### src/rtl/lwe_encrypt_seq.sv
// LWE encryption sequencer.
// Clears the MAC, streams N_ROWS key/b/r reads into it, then captures the
// five accumulator lanes mod 2^DATA_WIDTH (with the message encoding folded
// into the b lane) and holds the ciphertext on a valid/ready port.

// One ciphertext word. Loads the low DATA_WIDTH bits of acc + ofs on cap.
// Adding only the low bits is exact mod 2^DATA_WIDTH.
module lwe_ct_lane #(
  parameter int DATA_WIDTH = 12,
  parameter int ACC_WIDTH  = 32
) (
  input  logic                  clk,
  input  logic                  rst,
  input  logic                  cap,
  input  logic [ACC_WIDTH-1:0]  acc,
  input  logic [DATA_WIDTH-1:0] ofs,
  output logic [DATA_WIDTH-1:0] ct
);

  // Upper accumulator bits vanish under the mod-q reduction.
  logic acc_hi_unused;
  assign acc_hi_unused = ^acc[ACC_WIDTH-1:DATA_WIDTH];

  // Capture register; held between captures so the output stays stable.
  always_ff @(posedge clk) begin
    if (rst)      ct <= '0;
    else if (cap) ct <= acc[DATA_WIDTH-1:0] + ofs;
  end

endmodule

module lwe_encrypt_seq #(
  parameter int DATA_WIDTH = 12,
  parameter int ACC_WIDTH  = 32,
  parameter int N_ROWS     = 256,
  parameter int ADDR_WIDTH = (N_ROWS > 1) ? $clog2(N_ROWS) : 1
) (
  input  logic                  clk,
  input  logic                  rst,
  input  logic                  start,
  input  logic                  msg_bit,
  output logic                  busy,
  output logic [ADDR_WIDTH-1:0] mem_addr,
  output logic                  mem_rd_en,
  input  logic [2:0]            r_data,
  output logic                  mla_clr,
  output logic [2:0]            mla_r,
  input  logic [ACC_WIDTH-1:0]  acc_col1,
  input  logic [ACC_WIDTH-1:0]  acc_col2,
  input  logic [ACC_WIDTH-1:0]  acc_col3,
  input  logic [ACC_WIDTH-1:0]  acc_col4,
  input  logic [ACC_WIDTH-1:0]  acc_sum,
  output logic                  ct_valid,
  input  logic                  ct_ready,
  output logic [DATA_WIDTH-1:0] ct_a1,
  output logic [DATA_WIDTH-1:0] ct_a2,
  output logic [DATA_WIDTH-1:0] ct_a3,
  output logic [DATA_WIDTH-1:0] ct_a4,
  output logic [DATA_WIDTH-1:0] ct_b
);

  localparam int NLANE = 5;
  localparam logic [ADDR_WIDTH-1:0] LAST_ADDR = ADDR_WIDTH'(N_ROWS - 1);

  typedef enum logic [2:0] {IDLE, CLEAR, STREAM, DRAIN, CAPTURE, OUT} state_t;

  state_t state;
  logic   msg_lat;
  logic   rd_vld;   // mem_rd_en delayed by the 1-cycle read latency
  logic   cap;

  logic [NLANE-1:0][ACC_WIDTH-1:0]  acc_vec;
  logic [NLANE-1:0][DATA_WIDTH-1:0] ofs_vec;
  logic [NLANE-1:0][DATA_WIDTH-1:0] ct_vec;

  // Control FSM; all control outputs are registered alongside the state.
  always_ff @(posedge clk) begin
    if (rst) begin
      state     <= IDLE;
      busy      <= 1'b0;
      mem_rd_en <= 1'b0;
      mem_addr  <= '0;
      mla_clr   <= 1'b0;
      ct_valid  <= 1'b0;
      msg_lat   <= 1'b0;
      rd_vld    <= 1'b0;
    end else begin
      rd_vld  <= mem_rd_en;
      mla_clr <= 1'b0;
      case (state)
        IDLE: begin
          if (start) begin
            msg_lat <= msg_bit;
            mla_clr <= 1'b1;
            busy    <= 1'b1;
            state   <= CLEAR;
          end
        end
        CLEAR: begin
          mem_rd_en <= 1'b1;
          mem_addr  <= '0;
          state     <= STREAM;
        end
        STREAM: begin
          if (mem_addr == LAST_ADDR) begin
            mem_rd_en <= 1'b0;
            state     <= DRAIN;
          end else begin
            mem_addr <= mem_addr + 1'b1;
          end
        end
        DRAIN: state <= CAPTURE;
        CAPTURE: begin
          ct_valid <= 1'b1;
          state    <= OUT;
        end
        OUT: begin
          if (ct_ready) begin
            ct_valid <= 1'b0;
            if (start) begin
              // back-to-back: this cycle doubles as the next accept cycle
              msg_lat <= msg_bit;
              mla_clr <= 1'b1;
              state   <= CLEAR;
            end else begin
              busy  <= 1'b0;
              state <= IDLE;
            end
          end
        end
        default: begin
          busy      <= 1'b0;
          mem_rd_en <= 1'b0;
          ct_valid  <= 1'b0;
          state     <= IDLE;
        end
      endcase
    end
  end

  // r only reaches the MAC in the cycle its read returns; otherwise add zero.
  assign mla_r = rd_vld ? r_data : 3'd0;

  assign cap     = (state == CAPTURE);
  assign acc_vec = {acc_sum, acc_col4, acc_col3, acc_col2, acc_col1};

  // Message encoding is q/2 on the b lane only.
  always_comb begin
    ofs_vec = '0;
    ofs_vec[NLANE-1][DATA_WIDTH-1] = msg_lat;
  end

  genvar g;
  generate
    for (g = 0; g < NLANE; g++) begin : g_lane
      lwe_ct_lane #(
        .DATA_WIDTH (DATA_WIDTH),
        .ACC_WIDTH  (ACC_WIDTH)
      ) u_lane (
        .clk (clk),
        .rst (rst),
        .cap (cap),
        .acc (acc_vec[g]),
        .ofs (ofs_vec[g]),
        .ct  (ct_vec[g])
      );
    end
  endgenerate

  assign ct_a1 = ct_vec[0];
  assign ct_a2 = ct_vec[1];
  assign ct_a3 = ct_vec[2];
  assign ct_a4 = ct_vec[3];
  assign ct_b  = ct_vec[4];

endmodule

### config.mk
export PLATFORM = sky130hd
export DESIGN_NAME = lwe_encrypt_seq
export DESIGN_NICKNAME = d
export VERILOG_FILES = /design/src/rtl/lwe_encrypt_seq.sv
export SDC_FILE = /design/constraint.sdc
export NUM_CORES = 1
export LEC_CHECK = 0
export CORE_ASPECT_RATIO = 0.8
export CORE_UTILIZATION = 30
export CTS_BUF_LIST = sky130_fd_sc_hd__clkbuf_8
export CTS_CLUSTER_SIZE = 40
export DETAILED_ROUTE_END_ITERATION = 6
export SYNTH_ARGS = -nofsm -noshare
export SYNTH_HDL_FRONTEND = slang
export SYNTH_HIERARCHICAL = 1
export SYNTH_SLANG_ARGS = --single-unit
### constraint.sdc
create_clock -name clk -period 4 [get_ports clk]
set_clock_uncertainty 0.1 [all_clocks]
set_input_delay 1.2 -clock clk [delete_from_list [all_inputs] [get_ports clk]]
set_output_delay 1.2 -clock clk [all_outputs]
set_load 0.02 [all_outputs]
## Yosys cells after proc, flatten, opt, wreduce, memory -nomap -nowiden

Cells that the tools add are included.

| word-level totals | value |
|---|---|
| input port bits | 168 |
| logic and storage cells | 63 |
| bits in registers | 77 |
| output and inout bits | 75 |

| operators by class | value |
|---|---|
| bitwise logic cells | 3 |
| add/sub/neg operators | 2 |
| muxes and demuxes | 22 |
| reduce and logical (&&, ||, !) cells | 12 |
| eq/ne operators | 11 |

Operator list:

| operator | count |
|---|---|
| $pmux W3 S6 | 1 |
| $pmux W8 S2 | 1 |
| $add A12 B12 Y12 | 1 |
| $mux W3 | 4 |
| $reduce_or A4 Y1 | 3 |
| $mux W1 | 10 |
| $ne A2 B2 Y1 const B | 5 |
| $pmux W1 S3 | 3 |
| $add A8 B1 Y8 const B | 1 |
| $eq A8 B8 Y1 const B | 1 |
| $mux W8 | 1 |
| $reduce_and A2 Y1 | 4 |
| $eq A3 B2 Y1 const B | 2 |
| $eq A3 B3 Y1 const B | 2 |
| $pmux W1 S2 | 2 |
| $reduce_and A4 Y1 | 1 |
| $reduce_bool A2 Y1 | 2 |
| $eq A3 B1 Y1 const B | 1 |
| $logic_not A3 Y1 | 1 |
| $not A1 Y1 | 3 |
| $reduce_and A3 Y1 | 1 |

## Longest topological paths before layout

Gate-level depths: netlist of the first run.

| logic depth | value |
|---|---|
| depth in word-level cells | 4 |
| gate-level depth with buffers | 8 |
| depth with buffers taken out | 7 |

## Cells and area by module

The synthesis of the first run kept the hierarchy.

By module, submodules not included:

| module | area an instance (µm²) | cells an instance | sequential area each (µm²) | times used |
|---|---|---|---|---|
| lwe_ct_lane (g_lane[1].u_lane ...) | 894.6 | 105 | 240.2 | 4 |
| lwe_ct_lane (g_lane[0].u_lane) | 915.9 | 105 | 240.2 | 1 |
| lwe_encrypt_seq | 848.3 | 99 | 340.3 | 1 |

## Worst setup path before layout of the first run

No wires, ideal clock.

| timing | value |
|---|---|
| kind | reg-to-reg |
| start point | register state[1] |
| end point | register g_lane[0].u_lane.ct[0] |
| setup slack | 1.108 ns |
| required time | 3.773 ns |
| library setup time | 0.127 ns |
| cell stages (with the launch flop) | 7 |
| path buffers | 3 |
| arrival | 2.665 ns |
| cells stage by stage | dfxtp_1 buf_6 clkbuf_1 nor3_1 buf_1 mux2i_1 nor2_1 |

| on the way | value |
|---|---|
| longest elaborated chain between the ends | 1 |

Ends and longest elaborated chain:

| element | line | RTL |
|---|---|---|
| start, declared | 67 | `state_t state;` |
| start signal, assigned | 79 | `state <= IDLE;` |
| start signal, assigned | 96 | `state <= CLEAR;` |
| start signal, assigned | 102 | `state <= STREAM;` |
| $eq A3 B3 Y1 | 144 | `assign cap = (state == CAPTURE);` |
| net cap | 70 | `logic cap;` |
| end signal, assigned | 27 | `else if (cap) ct <= acc[DATA_WIDTH-1:0] + ofs;` |
| end, declared | 17 | `output logic [DATA_WIDTH-1:0] ct` |

The timed path passes the listed nets, and every way through them passes these cells.
A chain may end at the register's enable or synchronous reset.

## Worst setup path in the final report of the first run

| timing | value |
|---|---|
| start point | input port r_data[1] |
| end point | output port mla_r[1] |

| on the way | value |
|---|---|
| longest elaborated chain between the ends | 1 |

Ends and longest elaborated chain:

| element | line | RTL |
|---|---|---|
| start, declared | 45 | `input logic [2:0] r_data,` |
| $mux W3 | 142 | `assign mla_r = rd_vld ? r_data : 3'd0;` |
| end, declared | 47 | `output logic [2:0] mla_r,` |

Every way passes these cells.

==> results by group, run 1 <==
Critical path
  – CP delay by family, top: buffers and inverters
  – CP endpoint kind: primary output
  – WP depth: 3
  – Crit Path Class: primary input to primary output
  – Bufs and invs on worst path: 2
  – R2R depth: 7
  – Highest-delay cell along the critical path: clkdlybuf4s50_1
  – CP peak stage delay: 590 ps
  – CP Data Required Time: 2700 ps
  – Critical Path AT: 2350 ps
  – Worst reg-to-reg setup slack: 1690 ps
  – CP Launch Point: r_data[1]
  – Reg2reg end: g_lane[4].u_lane/ct[11]
  – End point of the critical path: mla_r[1]
  – Largest fanout on the critical path: 1
  – RR Startpoint: state[2]
  – Most frequent CP cell: clkdlybuf4s50_1
  – CP Launch Type: primary input
  – Worst path cell trace: clkdlybuf4s50_1, and2_1, clkdlybuf4s50_1

Clock tree
  – Root Driver: clkbuf_8
  – Worst-path clk slew: 70 ps
  – CTS H-Tree Depth: 3
  – Hold Buf Count CTS: 0
  – CTS tree: built
  – Longest Clk Path Bufs: 2
  – Sink Count: 77
  – CTS Buf Count: 9
  – Postcts setup bufs: 0
  – Post_cts resized: 0
  – Clk Latency, worst-skew pair: 360 ps

Power
  – Peak supply drop: 0.000182 V
  – Switch share: 0.355
  – Internal Dissipation: 1.62 mW
  – PD cells: 336 mW/mm2
  – Part of the power in the clock network: 0.253
  – Comb pwr share: 0.379
  – Sequential power share: 0.368
  – LEAKAGE: 2.87 nW
  – Sw power: 888 uW

Die
  – Starting Density: 0.307
  – Row count: 43
  – # IOs: 243
  – DIE HEIGHT: 121 um
  – Die area: 0.0183 mm2
  – Core outline area: 0.0174 mm2
  – Horiz. Die Dim: 151 um

Hold path
  – Worst Hold Depth: 2
  – Worst min path class: flop to flop
  – Min-delay src: g_lane[2].u_lane/ct[9]

Yosys
  – Post-synth ARST share: 0
  – Largest area contributor in the netlist: dfxtp_1
  – Number of flops mapped to enable cells by yosys: 0
  – Syn_area_per_cell: 8.56 um2
  – Cells after Synth: 624
  – Top cells by area, synth: dfxtp_1, ha_1, a21oi_1
  – Synthesis-stage register bit count: 77
  – Share of the synthesized area in the top cell type: 0.289
  – Sequential share of the synthesized area: 0.289
  – Post-Syn Area: 0.00534 mm2
  – Post-synth top flop: dfxtp_1
  – Yosys warning total: 6
  – Netlist cell types: 57

Global routing
  – Largest net degree at the start of global routing: 44
  – Global-route wire length before repair: 22,300 um
  – Grt total ovfl: 0
  – Initial antenna violation count: 0
  – Vias in the first global route: 4,452
  – Total GRT Usage: 0.153

Placement
  – Final GP Congestion: 0.805
  – Hpwl dp: 10,600 um
  – PortBufs: 142
  – Placed cells: 1,038

Layout
  – Filler instances: 1,798
  – Antenna Cells: 0
  – Share of cells above drive strength 1: 0.0507
  – Final #Nets: 1,053
  – Area grow syn2layout: 39.4%
  – Non-Filler Instances: 1,054

Timing
  – Final Hold Viols: 0
  – Max Slew Vio Count: 0
  – Tightest Pin Transition: 778 ps
  – TNS Setup: 0 ps
  – Endpoints failing setup: 0
  – RSZ-0062 raised after global routing: no
  – Final Cycle Share: 0.913
  – Highest clock rate: 274 MHz
  – Max_slew headroom: 0.481
  – Tmin final: 3650 ps

Routing
  – Post-DRT Antenna Nets: 0
  – Initial DRC count: 209
  – DR pass1 iterations: 4
  – Drt total wl: 13,800 um
  – Drt drc: 0
  – Wire length per cell: 13.1 um
  – Total number of vias: 5,045
  – Routed vias/inst: 4.79

Outcome
  – Status: finished, final reports clean

Flow run
  – Max Cap Violations: 0
## worst register-to-register path: stages (launching register included)
cell      delay [ps]
dfxtp_1          590
inv_1            230
nor3_2           200
buf_4            480
nand3_1          140
mux2_2           290
o41ai_1           60
a211oi_1         100
## state kept, by name, summed over array words and instances (netlist names)
signal            flops
state                 3
rd_vld                1
busy                  1
mem_addr              8
g_lane.u_lane/ct     60
mla_clr               1
mem_rd_en             1
ct_valid              1
msg_lat               1
## power groups by stage
| stage | combinational (mW) | sequential (mW) | clock, mW |
|---|---|---|---|
| 2_1_floorplan | 0.596 | 0.971 | 0 |
| 3_3_place_gp | 0.922 | 0.938 | 0 |
| 3_5_place_dp | 0.925 | 0.937 | 0 |
| 4_1_cts | 0.929 | 0.922 | 0.671 |
| 5_1_grt | 1.05 | 0.937 | 0.699 |
| 6_report | 0.949 | 0.922 | 0.633 |
## cells in the mapped netlist (all sizes together) (4+ instances only)
library cell and n:
clkbuf 8, a211oi 18, buf 13, mux2i 21, o21ai 41, nor2 42, ha 56, a41oi 10
xor2 17, nand2b 8, nand2 62, or4 7, o22ai 12, nor3 9, or3 4, nand3 20
o41ai 4, dfxtp 77, and2 7, a21o 13, o21bai 12, a31oi 6, inv 13, and3 4
nand4b 6, fa 5, a21boi 4, mux2 4, nor3b 4, o211ai 18, a21oi 52, xnor2 22
nand4 6
## area by class of cell
type / count / area [um2] / area share
multi-input combinational: 576 / 3900 / 0.523
sequential: 77 / 1540 / 0.207
timing repair buffer: 147 / 1470 / 0.197
tap: 225 / 282 / 0.0378
clock buffer: 12 / 165 / 0.0222
inverter: 13 / 48.8 / 0.00655
clock inverter: 4 / 46.3 / 0.00622
## per-stage QoR
stage / power, mW / setup slack, ps / utilization / hold slack [ps] / cell area (um2)
2_1_floorplan: 1.57 / 1110 / - / 385 / 5580
3_3_place_gp: 1.86 / 348 / 0.416 / 343 / 7240
3_5_place_dp: 1.86 / 345 / 0.416 / 346 / 7240
4_1_cts: 2.52 / 344 / 0.429 / 358 / 7450
5_1_grt: 2.68 / 281 / 0.429 / 373 / 7450
6_report: 2.50 / 349 / 0.429 / 352 / 7450
## how the worst min path moves through the flow
stage | slack [ps] | endpoint
final | 350 | g_lane[2].u_lane/ct[9]
after CTS | 360 | g_lane[2].u_lane/ct[9]
after global routing | 370 | g_lane[1].u_lane/ct[10]
after floorplan | 390 | msg_lat
after global placement | 340 | g_lane[1].u_lane/ct[10]
after detailed placement | 350 | g_lane[2].u_lane/ct[9]
## metal layers
layer,vias to the layer above,GRT usage,wire (um)
met5,-,0,0
met1,2277,0.225,7310
met4,0,0.0413,129
met3,9,0.0357,600
met2,102,0.220,5770
li1,2657,-,-
## cell usage in the layout, fill, tap and decap left out, types with 6 or more instances in the layout
| cell | netlist | routed |
|---|---|---|
| clkdlybuf4s50_1 | 0 | 141 |
| dfxtp_1 | 77 | 77 |
| conb_1 | 1 | 64 |
| nand2_1 | 62 | 62 |
| ha_1 | 56 | 56 |
| a21oi_1 | 52 | 52 |
| nor2_1 | 42 | 42 |
| xnor2_1 | 22 | 22 |
| mux2i_1 | 21 | 21 |
| nand3_1 | 20 | 20 |
| o21ai_0 | 20 | 20 |
| a211oi_1 | 17 | 17 |
| o21ai_1 | 17 | 17 |
| xor2_1 | 16 | 16 |
| inv_1 | 13 | 14 |
| o211ai_1 | 13 | 13 |
| o21bai_1 | 12 | 12 |
| clkbuf_8 | 0 | 12 |
| o22ai_1 | 12 | 12 |
| a21o_1 | 11 | 11 |
| a41oi_1 | 10 | 10 |
| nor3_1 | 9 | 8 |
| nand2b_1 | 8 | 8 |
| and2_1 | 7 | 7 |
| or4_1 | 7 | 7 |
| a31oi_1 | 6 | 6 |
| nand4b_1 | 6 | 6 |
## kinds of logic after synthesis
| group | count (synthesis) | synth area share |
|---|---|---|
| flops | 77 | 0.289 |
| simple gates | 185 | 0.170 |
| compound gates | 202 | 0.251 |
| fa+ha+maj | 61 | 0.150 |
| other cells | 1 | 0.000702 |
| xor+xnor | 39 | 0.0653 |
| buf+inv | 34 | 0.0269 |
| mux | 25 | 0.0478 |
No activity file was read; power rests on OpenSTA's default activity.
==> inputs of run 2 (changes only) <==
--- a/config.mk
+++ b/config.mk
@@ -5,11 +5,15 @@
 export SDC_FILE = /design/constraint.sdc
 export NUM_CORES = 1
 export LEC_CHECK = 0
+export ABC_CLOCK_PERIOD_IN_PS = 4000
+export CELL_PAD_IN_SITES_DETAIL_PLACEMENT = 1
+export CELL_PAD_IN_SITES_GLOBAL_PLACEMENT = 2
 export CORE_ASPECT_RATIO = 0.8
-export CORE_UTILIZATION = 30
+export CORE_UTILIZATION = 24
 export CTS_BUF_LIST = sky130_fd_sc_hd__clkbuf_8
 export CTS_CLUSTER_SIZE = 40
 export DETAILED_ROUTE_END_ITERATION = 6
+export PLACE_DENSITY_LB_ADDON = 0.1
 export SYNTH_ARGS = -nofsm -noshare
 export SYNTH_HDL_FRONTEND = slang
 export SYNTH_HIERARCHICAL = 1
==> run 2 against run 1 <==
  * Critical path type unchanged
  * Die area is 25% higher
  * Non-clock buffer count fell by 3
  * Cell count rose by 6.8%
  * Register-to-register slack got worse by 160 ps
  * First-iteration DRC count grew 12%
  * Flip-flop and latch count unchanged
  * Final area is 0.99% higher
  * Routed wire length is 16% higher
  * Sequential share of layout area is 0.20 points lower
==> results by group, run 2 (synthesis results as in run 1) <==
Outcome
  – Status: finished, final reports clean (unchanged)

Placement
  – Placed cells: 1,110 (was 1,038)
  – PortBufs: 142 (unchanged)
  – Final GP Congestion: 0.800 (was 0.805)
  – Hpwl dp: 12,300 um (was 10,600 um)
  – Post-DP Area: 0.00730 mm2 (was 0.00724 mm2)

Routing
  – Total number of vias: 5,199 (was 5,045)
  – Wire length per cell: 14.2 um (was 13.1 um)
  – Routed vias/inst: 4.62 (was 4.79)
  – Drt total wl: 16,000 um (was 13,800 um)
  – Post-DRT Antenna Nets: 0 (unchanged)
  – Initial DRC count: 234 (was 209)
  – Drt drc: 0 (unchanged)
  – DR pass1 iterations: 6 (was 4)

Timing
  – Tightest Pin Transition: 981 ps (was 778 ps)
  – Max_slew headroom: 0.346 (was 0.481)
  – TNS Setup: 0 ps (unchanged)
  – RSZ-0062 raised after global routing: no (unchanged)
  – Tmin final: 3660 ps (was 3650 ps)
  – Highest clock rate: 273 MHz (was 274 MHz)
  – Endpoints failing setup: 0 (unchanged)
  – Final Cycle Share: 0.916 (was 0.913)
  – Max Slew Vio Count: 0 (unchanged)
  – Final Hold Viols: 0 (unchanged)

Hold path
  – Worst min path class: flop to flop (unchanged)

Die
  – Starting Density: 0.246 (was 0.307)
  – Row count: 48 (was 43)
  – Horiz. Die Dim: 169 um (was 151 um)
  – Core outline area: 0.0217 mm2 (was 0.0174 mm2)
  – Die area: 0.0229 mm2 (was 0.0183 mm2)
  – # IOs: 243 (unchanged)
  – DIE HEIGHT: 135 um (was 121 um)

Clock tree
  – CTS H-Tree Depth: 3 (unchanged)
  – Sink Count: 77 (unchanged)
  – Longest Clk Path Bufs: 2 (unchanged)
  – Postcts setup bufs: 0 (unchanged)
  – Clk Latency, worst-skew pair: 360 ps (about the same)
  – Worst-path clk slew: 80 ps (was 70 ps)
  – CTS tree: built (unchanged)
  – Root Driver: clkbuf_8 (unchanged)
  – CTS Buf Count: 9 (unchanged)
  – Post_cts resized: 0 (unchanged)
  – Hold Buf Count CTS: 0 (unchanged)

Layout
  – Share of cells above drive strength 1: 0.0473 (was 0.0507)
  – Area of the multi-input gates: 0.00390 mm2 (unchanged)
  – Final #Nets: 1,050 (was 1,053)
  – Design Area, Final: 0.00752 mm2 (was 0.00745 mm2)
  – Area grow syn2layout: 40.8% (was 39.4%)
  – Commonest non-fill, non-tap cell in the layout: clkdlybuf4s50_1 (unchanged)
  – Filler instances: 2,540 (was 1,798)
  – Top reg by flops: g_lane.u_lane/ct (unchanged)
  – Max reg flops: 60 (unchanged)
  – Most frequent cells in the layout: clkdlybuf4s50_1, dfxtp_1, conb_1, nand2_1, ha_1 (unchanged)
  – Non-Filler Instances: 1,126 (was 1,054)
  – Reg area: 0.00154 mm2 (unchanged)
  – Biggest regs: g_lane.u_lane/ct (60), mem_addr (8), state (3) (unchanged)

Critical path
  – Critical Path AT: 2360 ps (was 2350 ps)
  – CP Launch Type: primary input (unchanged)
  – CP Data Required Time: 2700 ps (about the same)
  – Crit Path Class: primary input to primary output (unchanged)
  – Largest fanout on the critical path: 1 (unchanged)
  – CP endpoint kind: primary output (unchanged)

Global routing
  – Initial antenna violation count: 3 (was 0)
  – Vias in the first global route: 5,161 (was 4,452)
  – Largest net degree at the start of global routing: 97 (was 44)
  – Grt total ovfl: 0 (unchanged)
  – Global-route wire length before repair: 25,400 um (was 22,300 um)
  – Total GRT Usage: 0.139 (was 0.153)

Power
  – Peak supply drop: 0.000115 V (was 0.000182 V)
  – LEAKAGE: 2.84 nW (was 2.87 nW)
  – Total chip power: 2.58 mW (was 2.50 mW)
  – PD cells: 343 mW/mm2 (was 336 mW/mm2)

Flow run
  – Max Cap Violations: 0 (unchanged)
[run 2: through the flow]
step	hold WS [ps]	util	setup WS, ps
2_1_floorplan	385	-	1110
3_3_place_gp	347	0.337	335
3_5_place_dp	347	0.337	338
4_1_cts	358	0.347	332
5_1_grt	389	0.347	304
6_report	356	0.347	337
[run 2: worst paths after layout]
kind,startpoint,end,slack [ps],cells past startpoint
max,r_data[1],mla_r[1],340,3
min,g_lane[4].u_lane/ct[9],g_lane[4].u_lane/ct[9],360,2
max reg2reg,state[2],g_lane[0].u_lane/ct[6],1530,6
min reg2reg,g_lane[4].u_lane/ct[9],g_lane[4].u_lane/ct[9],360,2
[run 2: worst max-delay path, cell delays in order]
cell and delay, ps:
clkdlybuf4s50_1 450, and2_1 110, clkdlybuf4s50_1 590
[run 2: final cells by class]
class                           instances  share of cell area
Timing Repair Buffer                  144               0.191
Inverter                               13             0.00649
Sequential cell                        77               0.205
Antenna cell                            1            0.000333
Clock buffer                           10              0.0183
Multi-Input combinational cell        576               0.518
Clock inverter                          5              0.0111
Tap cell                              300              0.0499
[run 2: routing by layer]
layer	vias up	part of all wire	GRT usage
li1	2661	-	-
met1	2417	0.48	0.171
met2	102	0.46	0.236
met3	17	0.049	0.0415
met4	2	0.012	0.0343
met5	-	0.00075	0
[run 2: power by group]
group | internal, mW | total, mW | switching, mW | leakage [nW]
combinational | 0.437 | 0.968 | 0.532 | 2.12
sequential | 0.841 | 0.926 | 0.0845 | 0.622
clock | 0.367 | 0.684 | 0.317 | 0.105
total | 1.65 | 2.58 | 0.933 | 2.84
